<file path="config.mk">
export PLATFORM = sky130hd
export DESIGN_NAME = serial_adder_flat
export DESIGN_NICKNAME = d
export VERILOG_FILES = /design/src/rtl/serial_adder_if.sv /design/src/rtl/serial_adder.sv /design/src/flat_wrapper.sv
export SDC_FILE = /design/constraint.sdc
export NUM_CORES = 1
export LEC_CHECK = 0
export CORE_ASPECT_RATIO = 1.1
export CORE_UTILIZATION = 53
export DETAILED_ROUTE_END_ITERATION = 6
export PLACE_DENSITY = 0.81
export SLEW_MARGIN = 0
export SYNTH_ARGS = -nofsm -noshare
export SYNTH_HDL_FRONTEND = slang
export SYNTH_SLANG_ARGS = --single-unit
export TNS_END_PERCENT = 20
</file>
<file path="constraint.sdc">
create_clock -name clk -period 2.5 [get_ports clk]
set_input_delay 0.5 -clock clk [delete_from_list [all_inputs] [get_ports clk]]
set_output_delay 0.5 -clock clk [all_outputs]
set_load 0.03 [all_outputs]
</file>
<file path="src/rtl/serial_adder_if.sv">
// Handshake/data bundle for the bit-serial adder.
// The requester drives start and operands; the adder returns results and status.
interface serial_adder_if #(
   parameter int WIDTH = 4
) ();
   logic             start;
   logic [WIDTH-1:0] a;
   logic [WIDTH-1:0] b;
   logic [WIDTH-1:0] sum;
   logic             cout;
   logic             ovf;
   logic             busy;
   logic             done;

   modport master (
      output start, a, b,
      input  sum, cout, ovf, busy, done
   );

   modport slave (
      input  start, a, b,
      output sum, cout, ovf, busy, done
   );
endinterface

</file>
<file path="src/rtl/serial_adder.sv">
// Bit-serial two's complement adder, LSB first, one bit per clock.
// Fixed latency WIDTH+1 cycles from start capture to the done pulse.
module serial_adder #(
   parameter int WIDTH = 4
) (
   input logic           clk,
   input logic           rst,
   serial_adder_if.slave bus
);
   localparam int CW = $clog2(WIDTH);

   typedef enum logic [1:0] {
      IDLE = 2'd0,
      RUN  = 2'd1,
      DONE = 2'd2
   } state_t;

   state_t           state;
   logic [WIDTH-1:0] sa;
   logic [WIDTH-1:0] sb;
   logic [WIDTH-1:0] res;
   logic [CW-1:0]    cnt;
   logic             cy;
   logic [WIDTH-1:0] sum_q;
   logic             cout_q;
   logic             ovf_q;
   logic             busy_q;
   logic             done_q;

   logic             fa_s;
   logic             fa_c;
   logic [WIDTH-1:0] res_nx;

   always_comb begin
      fa_s   = sa[0] ^ sb[0] ^ cy;
      fa_c   = (sa[0] & sb[0]) | (cy & (sa[0] ^ sb[0]));
      res_nx = {fa_s, res[WIDTH-1:1]};
   end

   always_ff @(posedge clk) begin
      if (rst) begin
         state  <= IDLE;
         sa     <= '0;
         sb     <= '0;
         res    <= '0;
         cnt    <= '0;
         cy     <= 1'b0;
         sum_q  <= '0;
         cout_q <= 1'b0;
         ovf_q  <= 1'b0;
         busy_q <= 1'b0;
         done_q <= 1'b0;
      end else begin
         done_q <= 1'b0;
         unique case (state)
            IDLE: begin
               if (bus.start) begin
                  sa     <= bus.a;
                  sb     <= bus.b;
                  res    <= '0;
                  cnt    <= '0;
                  cy     <= 1'b0;
                  busy_q <= 1'b1;
                  state  <= RUN;
               end
            end
            RUN: begin
               sa  <= sa >> 1;
               sb  <= sb >> 1;
               res <= res_nx;
               cy  <= fa_c;
               cnt <= cnt + 1'b1;
               if (cnt == CW'(WIDTH - 1)) begin
                  // cy is still the carry into the MSB here
                  sum_q  <= res_nx;
                  cout_q <= fa_c;
                  ovf_q  <= cy ^ fa_c;
                  state  <= DONE;
               end
            end
            DONE: begin
               done_q <= 1'b1;
               busy_q <= 1'b0;
               state  <= IDLE;
            end
            default: state <= IDLE;
         endcase
      end
   end

   assign bus.sum  = sum_q;
   assign bus.cout = cout_q;
   assign bus.ovf  = ovf_q;
   assign bus.busy = busy_q;
   assign bus.done = done_q;
endmodule

</file>
<file path="src/flat_wrapper.sv">
// flat-port wrapper written by rule: the top's interface ports become plain ports
module serial_adder_flat 
#(
   parameter int WIDTH = 4
)
  (clk, rst, bus_start, bus_a, bus_b, bus_sum, bus_cout, bus_ovf, bus_busy, bus_done);
  serial_adder_if #(.WIDTH(WIDTH)) bus_i ();
  input logic clk;
  input logic rst;
  input wire logic [$bits(bus_i.start)-1:0] bus_start;
  input wire logic [$bits(bus_i.a)-1:0] bus_a;
  input wire logic [$bits(bus_i.b)-1:0] bus_b;
  output wire logic [$bits(bus_i.sum)-1:0] bus_sum;
  output wire logic [$bits(bus_i.cout)-1:0] bus_cout;
  output wire logic [$bits(bus_i.ovf)-1:0] bus_ovf;
  output wire logic [$bits(bus_i.busy)-1:0] bus_busy;
  output wire logic [$bits(bus_i.done)-1:0] bus_done;
  assign bus_i.start = bus_start;
  assign bus_i.a = bus_a;
  assign bus_i.b = bus_b;
  assign bus_sum = bus_i.sum;
  assign bus_cout = bus_i.cout;
  assign bus_ovf = bus_i.ovf;
  assign bus_busy = bus_i.busy;
  assign bus_done = bus_i.done;
  serial_adder #(.WIDTH(WIDTH)) u_core (.clk(clk), .rst(rst), .bus(bus_i));
endmodule
</file>
==> impl_metrics.ini, run 1 <==
[global_route]
grt-busiest-layer = met2
grt_util_met1 = 0.270
grt-ovfl-total = 0
grt_start_max_net_pins = 25
grt_pass1_wl_mm = 3.14
use_met2 = 0.345
grt_pass1_vias = 706
grt_use_met3 = 0.0340
antenna_found_initial = 0
gr-usage-all-layers = 0.206

[yosys]
synth_area_um2 = 996
yosys_warnings = 0
synthCells = 100
ys_top_cells_by_area = dfxtp_1, mux2i_1, nor2_1
yosys.area.top_type_share = 0.482
synth_flop_cell = dfxtp_1
ys_ff_latch = 24
ys_types = 26
yosysTopAreaCell = dfxtp_1
avgSynthCellArea_um2 = 9.96
async_flop_share = 0
synth_fp_nets = 113
ys_seq_area_frac = 0.482
synth-edff-count = 0

[route]
first_iter_violations = 5
routed_via_density = 5.49
ant_nets = 0
routed_wl_mm = 1.81
dr_total_vias = 752
drtPass1Iterations = 4
drcViolationCount = 0
wl_per_cell_um = 13.2

[power]
power.density_nw_per_um2 = 639
p_leak_uw = 0.000459
ir_drop_uv = 507

[setup_path]
path_max_fanout = 2
r2r-end = u_core.bus.ovf$_SDFFE_PP0P_
r2r_setup_slack_ns = 1.07
critPathKind = flop to output pin
crit_arrival_ns = 1.34
cp-start-kind = flop
critPathMaxStageDelay_ns = 0.67
critPathBufInv = 1
path_cells = clkdlybuf4s50_1
rr_startpoint = u_core.state[0]$_SDFFE_PP0P_
crit_slowest_cell = clkdlybuf4s50_1
crit_required_ns = 2.00
cp-end-kind = output pin
ff2ff_path_depth = 4
crit_family = buffers and inverters

[timing]
clock.fmax_ghz = 0.542
rsz0062_at_grt = false
finalHoldViolCount = 0
fin_crit_ns = 1.84
relSlewSlack = 0.695
worst_pin_slew_ns = 0.458
final-setup-viol-count = 0
finalCritPeriodShare = 0.738
clock_skew_ns = 0.0117
setup-tns-final_ns = 0
drv_slew = 0

[floorplan]
ios = 19
fp.coreArea_um2 = 1780
die-area_um2 = 2060
fp.dieH_um = 47.5
start_util = 0.559
die_x_um = 43.3
rows = 16

[min_path]
holdPathEnd = u_core.cnt[0]$_SDFFE_PP0P_
worstHoldStart = u_core.cnt[0]$_SDFFE_PP0P_
min_path_cells = 1
hp-class = flop to flop

[placement]
hpwl_mm = 1.24
place_inst = 133
gp_congestion = 0.728
placed_area_um2 = 1170
io_buffers = 18

[clock_tree]
cts_tree = built
root_buffer = clkbuf_4
cts_buffers = 3
ctsResizeCount = 0
postCtsSetupBuffers = 0
ctsLongestPathBuffers = 2
cts_num_sinks = 24
cts_max_level = 1
clock_latency_ns = 0.32
clkSlewWorstSetupHoldPaths_ns = 0.14
ctsHoldBuffers = 0

[layout]
final_common_cell = dfxtp_1
nets = 133
fillers = 156
drive_above_1_share = 0.0840
multi_input_area_um2 = 459
final_cells = 137
design_area_um2 = 1220
seq_area_um2 = 480
area_delta_synth_final_pct = 23.0
mostFrequentLayoutCells = dfxtp_1, nor2_1, clkdlybuf4s50_1
insertedDiodeCount = 0

[run]
cap_violations = 0

[outcome]
outcome = finished clean
-- worst max-delay path by stage --
stage / startpoint / end / cells past startpoint
after floorplan: u_core.cy$_SDFFE_PP0P_ / u_core.bus.ovf$_SDFFE_PP0P_ / 5
after global placement: bus_start / u_core.res[1]$_SDFFE_PP0P_ / 4
after detailed placement: bus_start / u_core.res[2]$_SDFFE_PP0P_ / 4
after CTS: u_core.bus.ovf$_SDFFE_PP0P_ / bus_ovf / 1
after global routing: u_core.bus.sum[0]$_SDFFE_PP0P_ / bus_sum[0] / 1
final: u_core.bus.ovf$_SDFFE_PP0P_ / bus_ovf / 1
-- where the power goes --
part / switching, uW / total (uW) / internal [uW]
Sequential: 9.12 / 408 / 399
Combinational: 47.3 / 93.8 / 46.4
Clock: 118 / 280 / 162
Total: 174 / 782 / 608
-- metrics by stage --
| stage | hold slack (ns) | total power, uW | setup slack [ns] | utilization |
|---|---|---|---|---|
| 2_1_floorplan | 0.444 | 479 | 1.20 | - |
| 3_3_place_gp | 0.468 | 507 | 0.823 | 0.658 |
| 3_5_place_dp | 0.473 | 510 | 0.776 | 0.658 |
| 4_1_cts | 0.494 | 784 | 0.650 | 0.688 |
| 5_1_grt | 0.508 | 808 | 0.602 | 0.688 |
| 6_report | 0.489 | 782 | 0.655 | 0.688 |
-- registers in the layout, summed over array words and instances (netlist names) --
signal	flops
u_core.bus.sum	4
u_core.sa	4
u_core.sb	4
u_core.res	3
u_core.cnt	2
u_core.state	2
u_core.bus.busy	1
u_core.bus.cout	1
u_core.bus.done	1
u_core.bus.ovf	1
u_core.cy	1
-- Yosys cell counts (2+ instances only) --
master,number
a21oi_1,3
nor2b_1,3
dfxtp_1,24
o21ai_0,2
a22oi_1,3
clkbuf_1,2
a211oi_2,2
nand3_1,2
a2bb2oi_1,2
buf_6,3
nor2_1,21
mux2i_1,8
nor3_1,3
inv_1,4
a211oi_1,6
and2b_1,2
-- cells by family (layout without fill, tap and decap cells) --
kind of cell    Yosys count  after routing  share of synthesized area
compound gates           20             20                      0.160
fa+ha+maj                 2              2                     0.0327
xor+xnor                  1              1                    0.00880
simple gates             36             36                      0.180
flops                    24             24                      0.482
mux                       8              8                     0.0804
buf+inv                   9             28                     0.0565
-- routing by layer --
layer | wire [um] | share of wire | vias to the layer above
met1 | 908 | 0.50 | 345
li1 | - | - | 386
met2 | 824 | 0.45 | 19
met4 | 12 | 0.0066 | 0
met5 | 0 | 0 | -
met3 | 66 | 0.036 | 2
-- cell type report --
cell class | instances | area share
clock inverter | 1 | 0.0245
multi-input combinational | 67 | 0.375
timing repair buffer | 20 | 0.159
clock buffer | 3 | 0.0184
sequential | 24 | 0.392
tap | 18 | 0.0184
inverter | 4 | 0.0123
(Power assumes the default switching activity.)
==> inputs of run 2 (changes only) <==
- CORE_UTILIZATION: 53 -> 44
- PLACE_DENSITY: 0.81 -> 0.72
- clock period: 2.5 -> 1.64 ns (I/O delays scaled with it)
==> impl_metrics.ini, run 2 (synthesis gave the netlist of run 1 again) <==
[layout]
fillers = 196
drive_above_1_share = 0.0840
area_delta_synth_final_pct = 21.0
insertedDiodeCount = 0
final_common_cell = dfxtp_1
final_cells = 147
mostFrequentLayoutCells = dfxtp_1, nor2_1, clkdlybuf4s50_1
nets = 134
post-route-util = 0.584

[power]
p_leak_uw = 0.000487
power.density_nw_per_um2 = 841
ir_drop_uv = 621

[floorplan]
fp.coreArea_um2 = 2060
die-area_um2 = 2460
fp.dieH_um = 51.9
start_util = 0.483
rows = 17
ios = 19
die_x_um = 47.4

[global_route]
grt-ovfl-total = 0
grt_pass1_wl_mm = 2.93
grt_start_max_net_pins = 25
grt_pass1_vias = 714
gr-usage-all-layers = 0.165
antenna_found_initial = 0

[timing]
drv_slew = 0
relSlewSlack = 0.724
final-setup-viol-count = 0
fin_crit_ns = 1.38
clock.fmax_ghz = 0.725
fin_ws_ns = 0.260
clock_skew_ns = 0.00203
finalHoldViolCount = 0
setup-tns-final_ns = 0
worst_pin_slew_ns = 0.414
finalCritPeriodShare = 0.841
rsz0062_at_grt = false

[setup_path]
cp-start-kind = flop
r2r-end = u_core.bus.ovf$_SDFFE_PP0P_
critPathBufInv = 1
path_max_fanout = 2
r2r_setup_slack_ns = 0.26
critPathMaxStageDelay_ns = 0.40
cp-end-kind = output pin
ff2ff_path_depth = 5
crit_required_ns = 1.31
critPathKind = flop to output pin
crit_family = buffers and inverters
path_cells = dlygate4sd2_1
crit_arrival_ns = 1.05
rr_startpoint = u_core.cy$_SDFFE_PP0P_
crit_slowest_cell = dlygate4sd2_1

[clock_tree]
ctsResizeCount = 8
clock_latency_ns = 0.30
cts_buffers = 3
ctsHoldBuffers = 0
cts_max_level = 1
clkSlewWorstSetupHoldPaths_ns = 0.12
ctsLongestPathBuffers = 2
postCtsSetupBuffers = 0
root_buffer = clkbuf_4
cts_num_sinks = 24
cts_tree = built

[min_path]
holdPathEnd = u_core.sb[3]$_SDFFE_PP0P_
hp-class = flop to flop
min_path_cells = 2
worstHoldStart = u_core.sb[3]$_SDFFE_PP0P_

[route]
drcViolationCount = 0
routed_via_density = 5.00
ant_nets = 0
first_iter_violations = 10
routed_wl_mm = 1.70
dr_total_vias = 735
drtPass1Iterations = 3
wl_per_cell_um = 11.5

[run]
cap_violations = 0

[placement]
place_inst = 144
gp_congestion = 0.728
io_buffers = 18
hpwl_mm = 1.19
dp_slack_ns = 0.112

[outcome]
outcome = finished clean
run 2: worst max-delay path by stage:
| stage | cells past startpoint | to | from |
|---|---|---|---|
| 5_1_grt | 4 | u_core.bus.cout$_SDFFE_PP0P_ | u_core.cnt[0]$_SDFFE_PP0P_ |
| 3_5_place_dp | 4 | u_core.sb[2]$_SDFFE_PP0P_ | bus_start |
| 4_1_cts | 1 | bus_busy | u_core.bus.busy$_SDFFE_PP0P_ |
| 3_3_place_gp | 4 | u_core.sb[1]$_SDFFE_PP0P_ | bus_start |
| 6_report | 1 | bus_sum[2] | u_core.bus.sum[2]$_SDFFE_PP0P_ |
| 2_1_floorplan | 5 | u_core.bus.ovf$_SDFFE_PP0P_ | u_core.cy$_SDFFE_PP0P_ |
run 2: layout make-up:
type                            instances  area [um^2]  area share
Clock buffer                            3         22.5      0.0187
Inverter                                4         15.0      0.0125
Multi-Input combinational cell         67          459       0.381
Sequential cell                        24          480       0.399
Tap cell                               28         35.0      0.0291
Timing Repair Buffer                   21          193       0.160
run 2: per-stage QoR:
stage	cell area, um^2	power (uW)	hold slack [ns]
2_1_floorplan	996	729	0.399
3_3_place_gp	1190	775	0.469
3_5_place_dp	1190	778	0.472
4_1_cts	1200	1020	0.492
5_1_grt	1200	1070	0.528
6_report	1200	1010	0.496
run 2: routing by layer:
metal  wire length [um]  global-route usage  vias to the layer above
met2                789               0.247                        7
met4                 10              0.0857                        0
met3                 45              0.0208                        2
met5                  0                   0                        -
met1                851               0.227                      340
li1                   -                   -                      386
run 2: power by group:
part           internal, uW  switching [uW]  leakage (uW)
registers               608            13.9      0.000196
logic                  71.2            70.1      0.000277
clock network          85.7             163     0.0000138
total                   765             247      0.000487
